File: src/rtl/frame_sync_pkg.sv
// Shared types for the frame sync detector: FSM state encoding and lock decode.
package frame_sync_pkg;

  typedef enum logic [1:0] {
    HUNT     = 2'd0,
    VERIFY   = 2'd1,
    LOCKED   = 2'd2,
    FLYWHEEL = 2'd3
  } fs_state_e;

  // Lock is held through the flywheel so one bad frame does not drop the link.
  function automatic logic is_locked(fs_state_e s);
    return (s == LOCKED) || (s == FLYWHEEL);
  endfunction

endpackage

File: src/rtl/pattern_match.sv
// Masked pattern compare with an error tolerance: ok when the count of
// mismatching compared bits is within ERR_TOL.
module pattern_match #(
  parameter int PAT_W   = 7,
  parameter int ERR_TOL = 0
) (
  input  logic [PAT_W-1:0] data,
  input  logic [PAT_W-1:0] pattern,
  input  logic [PAT_W-1:0] mask,
  output logic             ok
);
  localparam int CW = $clog2(PAT_W + 1);

  logic [PAT_W-1:0] diff;
  logic [CW-1:0]    errs;

  assign diff = (data ^ pattern) & mask;

  always_comb begin
    errs = '0;
    for (int i = 0; i < PAT_W; i++) errs = errs + CW'(diff[i]);
  end

  assign ok = (errs <= CW'(ERR_TOL));

endmodule

File: src/rtl/frame_sync_detector.sv
// Serial sync-word detector with frame flywheel and lock/unlock hysteresis.
module frame_sync_detector
  import frame_sync_pkg::*;
#(
  parameter int PAT_W       = 7,
  parameter int FRAME_LEN   = 16,
  parameter int LOCK_HITS   = 3,
  parameter int UNLOCK_MISS = 2,
  parameter int ERR_TOL     = 0
) (
  input  logic                               clk,
  input  logic                               rst_n,
  input  logic                               din_valid,
  input  logic                               din,
  input  logic [PAT_W-1:0]                   pattern,
  input  logic [PAT_W-1:0]                   pat_mask,
  output logic                               hit,
  output logic                               lock,
  output logic [1:0]                         state,
  output logic [$clog2(FRAME_LEN)-1:0]       bit_pos,
  output logic [$clog2(LOCK_HITS+1)-1:0]     hit_cnt,
  output logic [$clog2(UNLOCK_MISS+1)-1:0]   miss_cnt
);
  localparam int FW  = $clog2(PAT_W + 1);
  localparam int BPW = $clog2(FRAME_LEN);
  localparam int HW  = $clog2(LOCK_HITS + 1);
  localparam int MW  = $clog2(UNLOCK_MISS + 1);

  logic [PAT_W-1:0] sh, sh_nx;
  logic [FW-1:0]    fill, fill_nx;
  fs_state_e        st, st_nx;
  logic [BPW-1:0]   bp_nx;
  logic [HW-1:0]    hc_nx;
  logic [MW-1:0]    mc_nx;
  logic             pm_ok, match, check, hit_nx;

  assign sh_nx   = {sh[PAT_W-2:0], din};
  assign fill_nx = (fill == FW'(PAT_W)) ? fill : fill + FW'(1);
  assign match   = pm_ok && (fill_nx == FW'(PAT_W));
  assign check   = (bit_pos == BPW'(FRAME_LEN - 1));
  assign state   = st;

  pattern_match #(.PAT_W(PAT_W), .ERR_TOL(ERR_TOL)) u_match (
    .data    (sh_nx),
    .pattern (pattern),
    .mask    (pat_mask),
    .ok      (pm_ok)
  );

  always_comb begin
    st_nx  = st;
    bp_nx  = bit_pos;
    hc_nx  = hit_cnt;
    mc_nx  = miss_cnt;
    hit_nx = 1'b0;
    if (din_valid) begin
      bp_nx = check ? '0 : bit_pos + BPW'(1);
      unique case (st)
        HUNT: begin
          bp_nx = '0;
          if (match) begin
            hit_nx = 1'b1;
            if (LOCK_HITS == 1) begin
              st_nx = LOCKED;
              hc_nx = '0;
            end else begin
              st_nx = VERIFY;
              hc_nx = HW'(1);
            end
          end
        end
        VERIFY: if (check) begin
          if (match) begin
            hit_nx = 1'b1;
            if (hit_cnt + HW'(1) == HW'(LOCK_HITS)) begin
              st_nx = LOCKED;
              hc_nx = '0;
            end else begin
              hc_nx = hit_cnt + HW'(1);
            end
          end else begin
            st_nx = HUNT;
            hc_nx = '0;
          end
        end
        LOCKED: if (check) begin
          if (match) begin
            hit_nx = 1'b1;
          end else if (UNLOCK_MISS == 1) begin
            st_nx = HUNT;
          end else begin
            st_nx = FLYWHEEL;
            mc_nx = MW'(1);
          end
        end
        FLYWHEEL: if (check) begin
          if (match) begin
            hit_nx = 1'b1;
            st_nx  = LOCKED;
            mc_nx  = '0;
          end else if (miss_cnt + MW'(1) == MW'(UNLOCK_MISS)) begin
            st_nx = HUNT;
            mc_nx = '0;
          end else begin
            mc_nx = miss_cnt + MW'(1);
          end
        end
      endcase
    end
  end

  // Shift history survives a drop to HUNT so the search resumes immediately.
  always_ff @(posedge clk or negedge rst_n) begin
    if (!rst_n) begin
      sh       <= '0;
      fill     <= '0;
      st       <= HUNT;
      bit_pos  <= '0;
      hit_cnt  <= '0;
      miss_cnt <= '0;
      hit      <= 1'b0;
      lock     <= 1'b0;
    end else begin
      hit <= hit_nx;
      if (din_valid) begin
        sh       <= sh_nx;
        fill     <= fill_nx;
        st       <= st_nx;
        bit_pos  <= bp_nx;
        hit_cnt  <= hc_nx;
        miss_cnt <= mc_nx;
        lock     <= is_locked(st_nx);
      end
    end
  end

endmodule

File: config.mk
export PLATFORM = sky130hd
export DESIGN_NAME = frame_sync_detector
export DESIGN_NICKNAME = d
export VERILOG_FILES = /design/src/rtl/frame_sync_pkg.sv /design/src/rtl/pattern_match.sv /design/src/rtl/frame_sync_detector.sv
export SDC_FILE = /design/constraint.sdc
export NUM_CORES = 1
export LEC_CHECK = 0
export ABC_AREA = 0
export CAP_MARGIN = 20
export CORE_MARGIN = 10
export CORE_UTILIZATION = 45
export DETAILED_ROUTE_END_ITERATION = 16
export GPL_ROUTABILITY_DRIVEN = 0
export GPL_TIMING_DRIVEN = 0
export PLACE_DENSITY = 0.74
export SLEW_MARGIN = 0
export SYNTH_ARGS = -nofsm -noshare
export SYNTH_HDL_FRONTEND = slang
export SYNTH_HIERARCHICAL = 1
export SYNTH_SLANG_ARGS = --single-unit
File: constraint.sdc
create_clock -name clk -period 7.4 [get_ports clk]
set_clock_uncertainty 0.1 [all_clocks]
set_input_delay 0.74 -clock clk [delete_from_list [all_inputs] [get_ports clk]]
set_output_delay 0.74 -clock clk [all_outputs]
set_load 0.005 [all_outputs]
==> qor.yml, run 1 <==
worst_setup_path:
  cp-end-kind: "flop"
  path_class: "input port to flop"
  slowest_delay_ns: 0.54
  cpMostUsedCell: "fa_1"
  path_cells: "clkdlybuf4s50_1, xor2_1, and2_1, fa_1, inv_1, fa_1, inv_1, fa_1, fa_1, nor3_1, and4_1, a22o_2, a32oi_2, mux2_1"
  cp_slowest_cell: "fa_1"
  startpoint_type: "input port"
  cp_max_fo: 7
  critPathRequiredTime_ns: 7.50
  r2r_setup_slack_ns: 3.18
  crit_arrival_ns: 4.81
placed_design:
  dp_hpwl_um: 2120
  placed_cell_area_mm2: 0.00155
  port_buffers: 28
run_status:
  status: "complete, no violations"
finish:
  layout_commonest_cell: "clkdlybuf4s50_1"
  final_cell_mix: "28 x clkdlybuf4s50_1, 21 x dfrtp_1, 8 x xor2_1, 8 x mux2_2, 8 x nand2_1"
  antenna_cells: 0
  layout-area-overhead-vs-synth_pct: 27.9
  nNetsFinal: 171
  drive_gt1_frac: 0.110
  fillers: 215
  final_design_area_no_fill_mm2: 0.00158
clocking:
  root_buffer: "clkbuf_4"
  cts_tree: "yes"
  post_cts_resized: 0
  cts_max_level: 1
  cts_hold_buf: 0
  cts_buffers: 3
  clockBufferDepth: 2
  clkLatencyLatePin_ns: 0.32
  post_cts_buffers: 0
  cts_sinks: 21
  clkTransAtPathRegs_ns: 0.10
floorplanning:
  ios: 30
  start_util: 0.485
  row_count: 18
  die-width_um: 72.4
  core_region_area_mm2: 0.00254
  die_h_um: 72.4
  die_area_mm2: 0.00524
synth:
  synth_edf_count: 0
  synthArstFlopShare: 1.00
  synth.top_cell.area_share: 0.426
  yosys.area.top_type: "dfrtp_1"
  syn_inst: 114
  synth_cell_types: 38
  yosys_register_bits: 21
  synth_ff_type: "dfrtp_1"
  synthTopCellsByArea: "dfrtp_1 43%, mux2_2 7.3%, fa_1 6.5%"
  synth_nets: 138
  synth-seq-area-share: 0.426
  ys_warn_count: 6
  syn_avg_cell_area_um2: 10.8
  syn_area_mm2: 0.00123
timing:
  hold_viol: 0
  setup_viol: 0
  post-route-period-util: 0.637
  maxSlewViolCount: 0
  fmax_ghz: 0.212
  min_period_ns: 4.71
  slew-limit-headroom: 0.389
  fin_tns_setup_ns: 0
  worstMarginPinSlew_ns: 0.914
  rsz0062_at_grt: "false"
global_routing:
  grt_max_degree: 22
  grt_use_total: 0.112
  grt_pass1_wl_um: 4770
  grt_pass1_vias: 1015
  gr-total-overflow: 0
  antenna_found_initial: 0
power_and_ir_drop:
  power_uw: 415
  p_int_uw: 261
  p_comb_frac: 0.449
  power_frac_seq: 0.415
  p_sw_uw: 154
  power_switching_share: 0.371
  clock_power_share: 0.136
  p_leak_uw: 0.000677
  power.density_mw_per_mm2: 263
  vdd_drop_max_uv: 176
drt:
  drt-pass1-iter-count: 4
  drt-total-wl_um: 2760
  vias_per_cell: 5.47
  wl_per_cell_um: 15.7
  first_iter_violations: 16
  ant_nets: 0
  vias: 963
  drc: 0
min_path:
  hold_class: "flop to flop"
flow_run:
  cap_viol_max_count: 0
==> power by group through the flow <==
stage	Combinational, µW	Clock (µW)	Sequential (µW)
after floorplan	120	0	170
after global placement	182	0	173
after detailed placement	189	0	175
after CTS	189	59.2	173
after global routing	214	62.5	177
final	186	56.6	172
==> per-layer routing <==
| metal | GRT usage | part of all wire | up-vias |
|---|---|---|---|
| met5 | 0 | 0 | - |
| li1 | - | - | 469 |
| met3 | 0.0367 | 0.083 | 5 |
| met2 | 0.175 | 0.44 | 23 |
| met4 | 0.0506 | 0.017 | 0 |
| met1 | 0.138 | 0.46 | 466 |
==> final timing paths <==
check                      depth (start not counted)    start    endpoint
setup / recovery                                  14      din  hit_cnt[1]
hold / removal                                     1  fill[2]     fill[2]
setup reg to reg                                  13    sh[0]  hit_cnt[1]
hold reg to reg                                    1  fill[2]     fill[2]
max in group asynchronous                          1    rst_n  hit_cnt[0]
min in group asynchronous                          1    rst_n    state[0]
==> per-stage QoR <==
stage	worst slack [ns]	utilization	cells	hold WS (ns)
after detailed placement	2.32	0.610	172	0.400
after global placement	2.39	0.610	172	0.378
after floorplan	3.01	-	114	0.344
after CTS	2.67	0.620	176	0.431
final	2.69	0.620	176	0.437
after global routing	2.49	0.620	176	0.447
==> cell usage after synthesis (2+ instances only) <==
| master | number |
|---|---|
| fa_1 | 4 |
| clkbuf_1 | 2 |
| nand3_1 | 2 |
| o2bb2ai_1 | 2 |
| and3_1 | 2 |
| buf_2 | 2 |
| and4_1 | 2 |
| nand2_1 | 8 |
| dfrtp_1 | 21 |
| nor2_1 | 5 |
| nand3b_1 | 2 |
| inv_1 | 5 |
| a31oi_1 | 2 |
| o21ai_0 | 7 |
| nand2b_1 | 2 |
| a21o_1 | 2 |
| xor2_1 | 8 |
| mux2_2 | 8 |
| ha_1 | 2 |
| nor3_1 | 3 |
| mux2_1 | 2 |
| and2_1 | 5 |
==> cells by family after synthesis <==
group / after synthesis / synth area share
simple gates: 35 / 0.155
compound gates: 23 / 0.142
flops: 21 / 0.426
mux: 11 / 0.0993
xor+xnor: 9 / 0.0638
buf+inv: 9 / 0.0294
fa+ha+maj: 6 / 0.0851
==> critical path: cells and delay by family <==
kind / cells / cell delay, ns
adder cells (fa/ha/maj): 4 / 1.92
AND/OR/NAND/NOR: 3 / 0.76
buffers and inverters: 3 / 0.55
AO/OA/AOI/OAI: 2 / 0.36
multiplexers: 1 / 0.34
XOR/XNOR: 1 / 0.15
==> state kept, by name, summed over array words and instances (netlist names) <==
signal and count:
sh 6, bit_pos 4, fill 3, hit_cnt 2, miss_cnt 2, state 2
hit 1, lock 1
==> layout make-up <==
cell class	instances	area, µm²	share of cell area
Timing Repair Buffer	28	280	0.177
Inverter	5	18.8	0.0119
Tap cell	30	37.5	0.0238
Clock buffer	4	26.3	0.0166
Multi-Input combinational cell	84	673	0.426
Buffer	4	17.5	0.0111
Sequential cell	21	526	0.333
(Power assumes the default switching activity.)
==> run 2, diff against run 1 <==
--- a/config.mk
+++ b/config.mk
@@ -8,11 +8,11 @@
 export ABC_AREA = 0
 export CAP_MARGIN = 20
 export CORE_MARGIN = 10
-export CORE_UTILIZATION = 45
+export CORE_UTILIZATION = 44
 export DETAILED_ROUTE_END_ITERATION = 16
 export GPL_ROUTABILITY_DRIVEN = 0
 export GPL_TIMING_DRIVEN = 0
-export PLACE_DENSITY = 0.74
+export PLACE_DENSITY = 0.75
 export SLEW_MARGIN = 0
 export SYNTH_ARGS = -nofsm -noshare
 export SYNTH_HDL_FRONTEND = slang
==> constraint.sdc (replaced) <==
create_clock -name clk -period 3.75 [get_ports clk]
set_clock_uncertainty 0.1 [all_clocks]
set_input_delay 0.375 -clock clk [delete_from_list [all_inputs] [get_ports clk]]
set_output_delay 0.375 -clock clk [all_outputs]
set_load 0.005 [all_outputs]
==> run 2 against run 1 <==
  * The flow now finishes with violations (negative setup slack)
  * Wire length shrank 2.0%
  * Non-clock buffer count grew 2
  * Flip-flop and latch count is the same
  * Global-route usage shrank 1.3 points
  * Sequential power grew 100%
  * Critical path depth shrank 1
  * First-iteration DRC count grew 75%
  * Sequential share of layout area shrank 1.2 points
  * Largest cell class unchanged
  * Largest power group unchanged
  * Highest routed layer unchanged
==> qor.yml, run 2 (synthesis results as in run 1) <==
drt:
  wl_per_cell_um: 15.1  # was 15.7 µm
  first_iter_violations: 28  # was 16
  drt-pass1-iter-count: 4  # unchanged
  ant_nets: 0  # unchanged
  vias: 969  # was 963
  drc: 0  # unchanged
  drt-total-wl_um: 2700  # was 2760 µm
  vias_per_cell: 5.41  # was 5.47
clocking:
  clkLatencyLatePin_ns: 0.31  # was 0.32 ns
  cts_hold_buf: 0  # unchanged
  clkTransAtPathRegs_ns: 0.13  # was 0.10 ns
  cts_tree: "yes"  # unchanged
  root_buffer: "clkbuf_4"  # unchanged
  clockBufferDepth: 2  # unchanged
  cts_max_level: 1  # unchanged
  cts_sinks: 21  # unchanged
  cts_buffers: 3  # unchanged
placed_design:
  port_buffers: 28  # unchanged
  dp_hpwl_um: 2050  # was 2120 µm
  placed_cell_area_mm2: 0.00156  # was 0.00155 mm²
min_path:
  hp-start: "din_valid"  # was fill[2]
  hold_class: "input port to flop"  # was flop to flop
worst_setup_path:
  critPathLaunch: "sh[2]"  # was din
  cp-end-kind: "flop"  # unchanged
  path_class: "flop to flop"  # was input port to flop
  startpoint_type: "flop"  # was input port
  slowest_delay_ns: 0.53  # was 0.54 ns
  cpMostUsedCell: "fa_1"  # unchanged
  r2r_setup_slack_ns: -0.16  # was 3.18 ns
  cp_slowest_cell: "fa_1"  # unchanged
  crit_arrival_ns: 4.00  # was 4.81 ns
  cp_max_fo: 2  # was 7
  path_cells: "xor2_1, and2_1, fa_1, inv_2, fa_1, inv_2, fa_2, fa_1, nor3_2, and3b_2, a22o_4, a32oi_4, mux2_4"  # was clkdlybuf4s50_1, xor2_1, and2_1, fa_1, inv_1, fa_1, inv_1, fa_1, fa_1, nor3_1, and4_1, a22o_2, a32oi_2, mux2_1
  reg2reg_from: "sh[2]"  # was sh[0]
  critPathRequiredTime_ns: 3.84  # was 7.50 ns
finish:
  top_register: "sh"  # unchanged
  layout_commonest_cell: "clkdlybuf4s50_1"  # unchanged
  nNetsFinal: 173  # was 171
  largest_register_ffs: 6  # unchanged
  final_design_area_no_fill_mm2: 0.00164  # was 0.00158 mm²
  layout-area-overhead-vs-synth_pct: 32.5  # was 27.9%
  drive_gt1_frac: 0.196  # was 0.110
  reg_top3: "sh x6, bit_pos x4, fill x3"  # unchanged
  final_cell_mix: "24 x clkdlybuf4s50_1, 21 x dfrtp_1, 8 x xor2_1, 8 x mux2_2, 8 x nand2_1"  # was 28 x clkdlybuf4s50_1, 21 x dfrtp_1, 8 x xor2_1, 8 x mux2_2, 8 x nand2_1
  fillers: 241  # was 215
  antenna_cells: 0  # unchanged
power_and_ir_drop:
  power.density_mw_per_mm2: 530  # was 263 mW/mm²
  vdd_drop_max_uv: 399  # was 176 µV
  power_uw: 867  # was 415 µW
  p_leak_uw: 0.000708  # was 0.000677 µW
floorplanning:
  ios: 30  # unchanged
  die-width_um: 73.0  # was 72.4 µm
  start_util: 0.456  # was 0.485
  die_h_um: 73.0  # was 72.4 µm
  core_region_area_mm2: 0.00271  # was 0.00254 mm²
  die_area_mm2: 0.00533  # was 0.00524 mm²
  row_count: 19  # was 18
global_routing:
  antenna_found_initial: 0  # unchanged
  grt_pass1_wl_um: 4440  # was 4770 µm
  grt_max_degree: 22  # unchanged
  grt_pass1_vias: 958  # was 1015
  grt_use_total: 0.0992  # was 0.112
  gr-total-overflow: 0  # unchanged
run_status:
  status: "finished, violations left"  # was complete, no violations
  violations: "negative setup slack"
flow_run:
  cap_viol_max_count: 0  # unchanged
timing:
  layout_setup_ws_ns: -0.158  # was 2.69 ns
  worstMarginPinSlew_ns: 0.924  # was 0.914 ns
  slew-limit-headroom: 0.382  # was 0.389
  post-route-period-util: 1.04
  setup_viol: 3  # was 0
  hold_viol: 0  # unchanged
  rsz0062_at_grt: "true"  # was false
  fmax_ghz: 0.256
  min_period_ns: 3.91
  maxSlewViolCount: 0  # unchanged
run 2: cell types whose count changed in the layout (fill, tap and decap cells not counted), sizes merged:
cell,change
clkbuf,-1
clkdlybuf4s50,-4
dlygate4sd2,+4
buf,+2
clkinv,+1
run 2: worst paths after layout:
path,end,cells past startpoint
max,hit_cnt[1],13
max in group asynchronous,sh[4],1
min,fill[0],3
max reg2reg,hit_cnt[1],13
min in group asynchronous,miss_cnt[0],1
min reg2reg,lock,1
run 2: layout make-up:
type	count	area, µm²	share of cell area
multi-input cells	84	718	0.439
inverters	5	18.8	0.0115
plain buffers	4	17.5	0.0107
flip-flops and latches	21	526	0.321
clock buffers	3	22.5	0.0138
repair buffers	30	290	0.177
well taps	31	38.8	0.0237
clock inverters	1	5.00	0.00306
run 2: power by group:
part / switching (µW) / leakage, µW / internal (µW) / total [µW]
Sequential: 64.1 / 0.000260 / 280 / 344
Combinational: 187 / 0.000430 / 227 / 414
Clock: 68.8 / 0.0000177 / 39.8 / 109
Total: 320 / 0.000708 / 547 / 867
run 2: layer usage:
layer	GRT usage	share of wire
met5	0	0
met4	0.0190	0.0093
met3	0.0327	0.067
met2	0.160	0.47
met1	0.126	0.45
run 2: stage by stage:
| step | instances | setup TNS [ns] | hold slack, ns | setup WS, ns | utilization |
|---|---|---|---|---|---|
| after floorplan | 114 | -0.0537 | -0.0206 | -0.0268 | - |
| after global placement | 173 | -3.25 | 0.384 | -0.583 | 0.577 |
| after detailed placement | 173 | -3.35 | 0.386 | -0.611 | 0.577 |
| after CTS | 178 | -0.975 | 0.375 | -0.252 | 0.596 |
| after global routing | 179 | -0.989 | 0.376 | -0.253 | 0.604 |
| final | 179 | -0.374 | 0.379 | -0.158 | 0.604 |
run 2: worst max-delay path, delay by kind of cell, from the launching register on:
| family | cells | cell delay [ns] |
|---|---|---|
| adders and majority gates | 4 | 1.87 |
| AOI/OAI and AO/OA | 2 | 0.44 |
| and+or+nand+nor | 3 | 0.42 |
| DFF | 1 | 0.41 |
| muxes | 1 | 0.32 |
| xor gates and xnor gates | 1 | 0.14 |
| buffers and inverters | 2 | 0.08 |
run 2: timing repair:
action,4_1_cts,5_1_grt
setup endpoints to repair,6,8
pin swaps,10,8
buffers inserted,1,1
resized for setup,11,4
==> run 3, diff against run 2 <==
--- a/config.mk
+++ b/config.mk
@@ -8,11 +8,11 @@
 export ABC_AREA = 0
 export CAP_MARGIN = 20
 export CORE_MARGIN = 10
-export CORE_UTILIZATION = 44
+export CORE_UTILIZATION = 40
 export DETAILED_ROUTE_END_ITERATION = 16
 export GPL_ROUTABILITY_DRIVEN = 0
 export GPL_TIMING_DRIVEN = 0
-export PLACE_DENSITY = 0.75
+export PLACE_DENSITY = 0.69
 export SLEW_MARGIN = 0
 export SYNTH_ARGS = -nofsm -noshare
 export SYNTH_HDL_FRONTEND = slang
==> run 3 against run 2 <==
  * The run still ends with negative setup slack left
  * Final cell count increased by 1.7%
  * Final area hardly changed
  * First-iteration DRC count grew 46%
  * Critical path type unchanged
  * Largest power group unchanged
==> qor.yml, run 3 (synthesis results as in run 1) <==
run_status:
  status: "finished, violations left"  # unchanged
  violations: "negative setup slack"  # unchanged
placed_design:
  place_inst: 175  # was 173
  placed_cell_area_mm2: 0.00157  # was 0.00156 mm²
  dp_hpwl_um: 2120  # was 2050 µm
  dp_slack_ns: -0.677  # was -0.611 ns
  port_buffers: 28  # unchanged
finish:
  nNetsFinal: 174  # was 173
  fillers: 282  # was 241
  final_design_area_no_fill_mm2: 0.00164  # about the same
  fin_cells: 182  # was 179
  largest_register_ffs: 6  # unchanged
  final_cell_mix: "24 x clkdlybuf4s50_1, 21 x dfrtp_1, 8 x xor2_1, 8 x mux2_2, 8 x nand2_1"  # unchanged
  layout_commonest_cell: "clkdlybuf4s50_1"  # unchanged
  multiInputGateArea_um2: 711  # was 718 µm²
  antenna_cells: 0  # unchanged
  drive_gt1_frac: 0.181  # was 0.196
  layout-area-overhead-vs-synth_pct: 32.6  # was 32.5%
  reg_top3: "sh x6, bit_pos x4, fill x3"  # unchanged
  top_register: "sh"  # unchanged
  seq_area_um2: 526  # unchanged
worst_setup_path:
  cp_slowest_cell: "fa_1"  # unchanged
  cpMostUsedCell: "fa_1"  # unchanged
  path_class: "flop to flop"  # unchanged
  slowest_delay_ns: 0.52  # was 0.53 ns
  path_cells: "xor2_1, and2_1, fa_1, inv_2, fa_1, inv_2, fa_2, fa_1, nor3_2, and4_4, a22o_4, a32oi_4, mux2_4"  # was xor2_1, and2_1, fa_1, inv_2, fa_1, inv_2, fa_2, fa_1, nor3_2, and3b_2, a22o_4, a32oi_4, mux2_4
  startpoint_type: "flop"  # unchanged
  cp_max_fo: 2  # unchanged
  cp-end-kind: "flop"  # unchanged
  critPathRequiredTime_ns: 3.83  # was 3.84 ns
  crit_arrival_ns: 3.98  # was 4.00 ns
timing:
  min_period_ns: 3.90  # was 3.91 ns
  hold_slack_ns: 0.386  # was 0.379 ns
  setup_viol: 6  # was 3
  maxSlewViolCount: 0  # unchanged
  worstMarginPinSlew_ns: 0.939  # was 0.924 ns
  layout_setup_ws_ns: -0.147  # was -0.158 ns
  hold_viol: 0  # unchanged
  slew-limit-headroom: 0.372  # was 0.382
  fmax_ghz: 0.257  # was 0.256 GHz
  post-route-period-util: 1.04  # about the same
  rsz0062_at_grt: "true"  # unchanged
clocking:
  clkLatencyLatePin_ns: 0.29  # was 0.31 ns
  root_buffer: "clkbuf_4"  # unchanged
  cts_buffers: 3  # unchanged
  cts_max_level: 1  # unchanged
  cts_sinks: 21  # unchanged
  cts_hold_buf: 0  # unchanged
  clkTransAtPathRegs_ns: 0.11  # was 0.13 ns
  clockBufferDepth: 2  # unchanged
  cts_tree: "yes"  # unchanged
floorplanning:
  die_area_mm2: 0.00571  # was 0.00533 mm²
  start_util: 0.411  # was 0.456
  die-width_um: 75.6  # was 73.0 µm
  ios: 30  # unchanged
  core_region_area_mm2: 0.00300  # was 0.00271 mm²
  die_h_um: 75.6  # was 73.0 µm
  row_count: 20  # was 19
drt:
  vias: 1008  # was 969
  ant_nets: 0  # unchanged
  wl_per_cell_um: 15.8  # was 15.1 µm
  vias_per_cell: 5.54  # was 5.41
  drc: 0  # unchanged
  drt-pass1-iter-count: 4  # unchanged
  drt-total-wl_um: 2870  # was 2700 µm
  first_iter_violations: 41  # was 28
global_routing:
  grt_max_degree: 22  # unchanged
  grt_use_total: 0.108  # was 0.0992
  grt_pass1_wl_um: 4890  # was 4440 µm
  grt_pass1_vias: 1069  # was 958
  gr-total-overflow: 0  # unchanged
  antenna_found_initial: 0  # unchanged
power_and_ir_drop:
  power.density_mw_per_mm2: 529  # was 530 mW/mm²
  vdd_drop_max_uv: 199  # was 399 µV
  p_leak_uw: 0.000705  # was 0.000708 µW
min_path:
  hold_class: "input port to flop"  # unchanged
flow_run:
  cap_viol_max_count: 0  # unchanged
run 3: changes by cell type in the layout (fill, tap and decap cells not counted), sizes merged:
cell    delta
clkinv     -1
clkbuf     +1
buf        +1
run 3: layout make-up:
class                      instances  share of cell area
timing repair buffer              31               0.182
sequential                        21               0.321
inverter                           5              0.0115
tap                               33              0.0252
clock buffer                       4              0.0160
multi-input combinational         84               0.434
buffer                             4              0.0107
run 3: routing by layer:
metal	wire, µm	part of all wire	GRT usage	up-vias
met3	220	0.077	0.0352	2
met2	1450	0.51	0.186	30
li1	-	-	-	480
met4	12	0.0042	0.0330	0
met5	0	0	0	-
met1	1180	0.41	0.123	496
run 3: stage by stage:
step / setup TNS, ns / utilization / power [µW]
6_report: -0.525 / 0.545 / 866
5_1_grt: -1.33 / 0.545 / 950
4_1_cts: -0.864 / 0.543 / 872
3_5_place_dp: -4.19 / 0.522 / 727
3_3_place_gp: -3.32 / 0.522 / 707
2_1_floorplan: -0.0537 / - / 580
run 3: power breakdown:
| part | leakage [µW] | total [µW] | internal (µW) | switching, µW |
|---|---|---|---|---|
| Sequential | 0.000260 | 344 | 280 | 63.8 |
| Combinational | 0.000431 | 416 | 224 | 192 |
| Clock | 0.0000150 | 106 | 41.3 | 64.4 |
| Total | 0.000705 | 866 | 546 | 320 |
run 3: path summary, 6_finish.rpt:
check | startpoint | slack [ns] | depth (start not counted) | endpoint
max in group asynchronous | rst_n | 2.48 | 1 | fill[2]
max reg2reg | sh[2] | -0.15 | 13 | hit_cnt[1]
max | sh[2] | -0.15 | 13 | hit_cnt[1]
min | din_valid | 0.39 | 3 | fill[0]
min reg2reg | lock | 0.42 | 1 | lock
min in group asynchronous | rst_n | 0.49 | 1 | bit_pos[3]
run 3: worst max-delay path: cells and delay by family (launching register included):
family | cells | cell delay (ns)
XOR/XNOR | 1 | 0.14
multiplexers | 1 | 0.33
buffers and inverters | 2 | 0.08
AND/OR/NAND/NOR | 3 | 0.40
flip-flops | 1 | 0.41
AO/OA/AOI/OAI | 2 | 0.47
adder cells (fa/ha/maj) | 4 | 1.86
run 3: what timing repair did:
action | in CTS | in global routing
buffers inserted | 2 | 1
pin swaps | 12 | 7
gates resized for setup | 11 | 1
endpoints found under the setup margin | 8 | 8
endpoints found under the hold margin | 0 | 0
